## config.mk

```make
export PLATFORM = sky130hd
export DESIGN_NAME = bcd_stopwatch_n
export DESIGN_NICKNAME = d
export VERILOG_FILES = /design/src/rtl/bcd_stopwatch_n.sv
export SDC_FILE = /design/constraint.sdc
export NUM_CORES = 1
export LEC_CHECK = 0
export CAP_MARGIN = 15
export CORE_ASPECT_RATIO = 2
export CORE_MARGIN = 10
export CORE_UTILIZATION = 55
export CTS_BUF_LIST = sky130_fd_sc_hd__clkbuf_4 sky130_fd_sc_hd__clkbuf_8 sky130_fd_sc_hd__clkbuf_16
export CTS_CLUSTER_SIZE = 14
export DETAILED_ROUTE_END_ITERATION = 10
export HOLD_SLACK_MARGIN = 0.1
export PLACE_DENSITY = 0.84
export SKIP_LAST_GASP = 1
export SYNTH_ARGS = -nofsm -noshare
export SYNTH_HDL_FRONTEND = slang
export SYNTH_SLANG_ARGS = --single-unit
```

## constraint.sdc

```tcl
create_clock -name clk -period 3.9 [get_ports clk]
set_clock_uncertainty 0.1 [all_clocks]
set_input_delay 0.585 -clock clk [delete_from_list [all_inputs] [get_ports clk]]
set_output_delay 0.585 -clock clk [all_outputs]
set_load 0.005 [all_outputs]
```

## src/rtl/bcd_stopwatch_n.sv

```systemverilog
// BCD stopwatch / countdown timer with a tick prescaler, lap capture,
// preset load and a terminal-count flag. Digits are packed MS digit first.
module bcd_stopwatch_n #(
  parameter int DIGITS   = 4,
  parameter int TICK_DIV = 1
) (
  input  logic                  clk,
  input  logic                  rst,
  input  logic                  start,
  input  logic                  stop,
  input  logic                  clear,
  input  logic                  lap,
  input  logic                  load,
  input  logic [4*DIGITS-1:0]   load_val,
  input  logic                  dir,
  output logic [4*DIGITS-1:0]   count,
  output logic [4*DIGITS-1:0]   lap_val,
  output logic                  lap_valid,
  output logic                  running,
  output logic                  done
);

  localparam int W = 4 * DIGITS;
  localparam logic [15:0] PrescMax = 16'(TICK_DIV - 1);

  typedef enum logic [1:0] {
    StIdle  = 2'd0,
    StRun   = 2'd1,
    StPause = 2'd2,
    StDone  = 2'd3
  } state_t;

  state_t         state_q, state_d;
  logic [W-1:0]   count_q, count_d;
  logic [W-1:0]   lapVal_q, lapVal_d;
  logic           lapValid_q, lapValid_d;
  logic [15:0]    presc_q, presc_d;
  logic           dir_q, dir_d;
  logic [W-1:0]   idleCount;
  logic [W-1:0]   stepped;

  function automatic logic [W-1:0] bcdInc(input logic [W-1:0] v);
    logic [W-1:0] r;
    logic         carry;
    r     = v;
    carry = 1'b1;
    for (int i = 0; i < DIGITS; i++) begin
      if (carry) begin
        if (v[4*i +: 4] >= 4'd9) begin
          r[4*i +: 4] = 4'd0;
        end else begin
          r[4*i +: 4] = v[4*i +: 4] + 4'd1;
          carry       = 1'b0;
        end
      end
    end
    return r;
  endfunction

  function automatic logic [W-1:0] bcdDec(input logic [W-1:0] v);
    logic [W-1:0] r;
    logic         borrow;
    r      = v;
    borrow = 1'b1;
    for (int i = 0; i < DIGITS; i++) begin
      if (borrow) begin
        if (v[4*i +: 4] == 4'd0) begin
          r[4*i +: 4] = 4'd9;
        end else begin
          r[4*i +: 4] = v[4*i +: 4] - 4'd1;
          borrow      = 1'b0;
        end
      end
    end
    return r;
  endfunction

  function automatic logic [W-1:0] bcdClamp(input logic [W-1:0] v);
    logic [W-1:0] r;
    r = v;
    for (int i = 0; i < DIGITS; i++) begin
      if (v[4*i +: 4] > 4'd9) r[4*i +: 4] = 4'd9;
    end
    return r;
  endfunction

  // Terminal means all nines when counting up, all zeros when counting down.
  function automatic logic isTerminal(input logic [W-1:0] v, input logic down);
    logic t;
    t = 1'b1;
    for (int i = 0; i < DIGITS; i++) begin
      if (v[4*i +: 4] != (down ? 4'd0 : 4'd9)) t = 1'b0;
    end
    return t;
  endfunction

  // Next-state decode: clear overrides everything, lap works in any active state.
  always_comb begin
    state_d    = state_q;
    count_d    = count_q;
    lapVal_d   = lapVal_q;
    lapValid_d = 1'b0;
    presc_d    = presc_q;
    dir_d      = dir_q;
    idleCount  = load ? bcdClamp(load_val) : count_q;
    stepped    = dir_q ? bcdDec(count_q) : bcdInc(count_q);

    if (clear) begin
      state_d = StIdle;
      count_d = '0;
      presc_d = '0;
    end else begin
      if (lap && (state_q == StRun || state_q == StPause || state_q == StDone)) begin
        lapVal_d   = count_q;
        lapValid_d = 1'b1;
      end
      case (state_q)
        StIdle: begin
          presc_d = '0;
          count_d = idleCount;
          if (start) begin
            dir_d   = dir;
            state_d = isTerminal(idleCount, dir) ? StDone : StRun;
          end
        end
        StRun: begin
          if (stop) begin
            state_d = StPause;
          end else if (presc_q == PrescMax) begin
            presc_d = '0;
            count_d = stepped;
            if (isTerminal(stepped, dir_q)) state_d = StDone;
          end else begin
            presc_d = presc_q + 16'd1;
          end
        end
        StPause: begin
          if (start) state_d = StRun;
        end
        StDone: begin
          presc_d = '0;
        end
        default: begin
          state_d = StIdle;
          presc_d = '0;
        end
      endcase
    end
  end

  // State register; every output comes from here or from the state code.
  always_ff @(posedge clk or negedge rst) begin
    if (!rst) begin
      state_q    <= StIdle;
      count_q    <= '0;
      lapVal_q   <= '0;
      lapValid_q <= 1'b0;
      presc_q    <= '0;
      dir_q      <= 1'b0;
    end else begin
      state_q    <= state_d;
      count_q    <= count_d;
      lapVal_q   <= lapVal_d;
      lapValid_q <= lapValid_d;
      presc_q    <= presc_d;
      dir_q      <= dir_d;
    end
  end

  assign count     = count_q;
  assign lap_val   = lapVal_q;
  assign lap_valid = lapValid_q;
  assign running   = (state_q == StRun);
  assign done      = (state_q == StDone);

endmodule

```

==> flow_summary.json <==
{
  "layout_commonest_cell": "clkdlybuf4s50_1",
  "rows": 43,
  "diodes": 0,
  "synth_cells": 447,
  "die_h_um": 139,
  "overflow": 0,
  "final_max_slew_viol_count": 0,
  "setup_violations": 0,
  "crit_required_ns": 3.98,
  "grt_use_total_pct": 22.6,
  "grt_max_degree": 32,
  "fill_cells": 542,
  "cts_tree": "done",
  "yosysTopAreaCellShare_pct": 33.4,
  "endpoint_kind": "flip-flop",
  "maxSlewHeadroom_pct": 44.2,
  "layout-area-overhead-vs-synth_pct": 21.4,
  "hpwl_um": 9400,
  "synth_seq_cells": 52,
  "min_path_type": "in -> async",
  "cts_buffers": 5,
  "status": "completed",
  "synth_enable_flop_cells": 0,
  "routed_wl_um": 12400,
  "die_area_um2": 11000,
  "htree_levels": 2,
  "die_w_um": 79.5,
  "viasPerCell": 6.64,
  "period_share_pct": 92.4,
  "ys_warn_count": 0,
  "fin_setup_tns_ns": 0,
  "initial_core_util_pct": 56.1,
  "netlist_top_cells_area": "dfrtp_1, ha_1, mux2_2",
  "synthDistinctLibCells": 68,
  "final_cell_mix": "clkdlybuf4s50_1, dfrtp_1, nor2_1",
  "crit_arrival_ns": 3.68,
  "cts_resized": 0,
  "drv_cap": 0,
  "io_buffer_count": 58,
  "route.detailed.drc": 0,
  "cts_max_path_buffers": 2,
  "max_freq_mhz": 278,
  "core_um2": 6940,
  "start_kind": "flip-flop",
  "grt_pass1_vias": 3877,
  "synth_area_leader_cell": "dfrtp_1",
  "p_leak_nw": 1.94,
  "rsz0062_at_grt": "no",
  "grt_pass1_wl_um": 20100,
  "clock-sinks": 52,
  "design_area_um2": 4730,
  "post_cts_buffers": 0,
  "gp_congestion": 0.938,
  "wl_per_cell_um": 21.1,
  "netlist_area_um2": 3890,
  "path_class": "reg -> reg",
  "ys_seq_area_share_pct": 33.4,
  "synth-async-reset-ratio_pct": 100,
  "grt_antenna_before_repair": 0,
  "irDropWorstVdd_mv": 0.453,
  "cts.clk_slew.worst_paths_ns": 0.07,
  "vias": 3891,
  "syn_avg_cell_area_um2": 8.71,
  "p_per_area_nw_per_um2": 739,
  "drt_iter0_markers": 431,
  "synth_nets": 491,
  "drive_gt1_share_pct": 11.1,
  "clock_latency_ns": 0.29,
  "placedInstanceArea_um2": 4550,
  "crit_fanout": 12,
  "finalHoldViolCount": 0,
  "period_minus_slack_ns": 3.60,
  "synth_ff_type": "dfrtp_1",
  "nNetsFinal": 539,
  "cts_hold_buf": 0,
  "clock_tree.root_cell": "clkbuf_16",
  "firstDrtPassIters": 6,
  "ant_nets": 0,
  "tightest_slew_ns": 0.833,
  "io_pins": 59
}
## cells in the mapped netlist (all sizes together) (3+ instances only)
library cell	number
a211o	4
o31ai	5
nand4	9
a22o	16
a22oi	7
nand3	14
nand2	31
mux2	19
nor3b	10
a21oi	22
dfrtp	52
clkbuf	17
inv	24
or3b	6
nor2	38
and3	6
buf	11
nor2b	3
a41oi	5
or3	7
o211ai	9
a31o	3
nor3	9
nor4	11
mux2i	3
ha	20
o21a	3
a31oi	3
xor2	7
o21ai	37
## sequential cells by signal (all words and copies together) (netlist names)
signal,cells
count,16
dir_q,1
lap_val,16
lap_valid,1
presc_q,16
state_q,2
## layer usage
layer | wire [µm] | up-vias | part of all wire (%) | track usage [%]
met5 | 0 | - | 0 | 0
met2 | 6490 | 221 | 53 | 39.8
li1 | - | 1769 | - | -
met1 | 4380 | 1849 | 35 | 24.4
met4 | 713 | 0 | 5.8 | 13.3
met3 | 774 | 52 | 6.3 | 2.99
## per-stage QoR
step	setup slack, ns	power, mW	utilization, %	hold WS [ns]	std cells
final	0.298	3.49	68.1	0.144	586
after global routing	0.0612	3.72	68.1	0.169	586
after CTS	0.443	3.46	68.1	0.156	586
after detailed placement	0.470	2.93	65.5	0.395	578
after global placement	0.479	2.91	65.5	0.389	578
after floorplan	0.872	2.20	-	0.189	447
## cells by family after synthesis
kind of cell	Yosys count	synth area share [%]
AO/OA/AOI/OAI	136	24.5
XOR/XNOR	9	2.02
adder cells (fa/ha/maj)	20	6.43
buffers and inverters	53	5.53
flip-flops	52	33.4
multiplexers	22	6.27
AND/OR/NAND/NOR	155	21.9
## where the power goes
part           switching (mW)  total (mW)  internal [mW]
Clock                   0.194       0.516          0.321
Combinational            1.14        2.05          0.904
Sequential              0.254       0.930          0.676
Total                    1.59        3.49           1.90
## final timing paths
kind                                              from                       to  slack (ns)  cells after the start
worst max register to register    count[4]$_DFFE_PN0P_   state_q[1]$_DFFE_PN0P_        0.30                     10
min in group clk                lap_val[3]$_DFFE_PN0P_   lap_val[3]$_DFFE_PN0P_        0.41                      1
worst min-delay path                               rst  presc_q[14]$_DFFE_PN0P_        0.14                      1
max in group asynchronous                          rst    count[13]$_DFFE_PN0P_        2.77                      2
worst max-delay path              count[4]$_DFFE_PN0P_   state_q[1]$_DFFE_PN0P_        0.30                     10
worst min register to register  lap_val[3]$_DFFE_PN0P_   lap_val[3]$_DFFE_PN0P_        0.41                      1
## final cells by class
class	instances	area, µm²	area share (%)
clock buffers	6	139	2.94
clock inverters	2	38.8	0.821
inverters	25	93.8	1.99
multi-input cells	342	2380	50.4
flip-flops and latches	52	1300	27.5
well taps	90	113	2.38
repair buffers	69	658	13.9
## worst max-delay path, cell delays in order, from the launching register on
cell and delay (ns):
dfrtp_1 0.61, inv_1 0.14, ha_1 0.32, nor3b_1 0.21, nor4_2 0.59, a41oi_1 0.19, nor3_1 0.38, o21ai_0 0.15
nand4b_1 0.25, a21oi_2 0.21, mux2_1 0.33
Note: power is estimated with default switching activity, not from simulation.
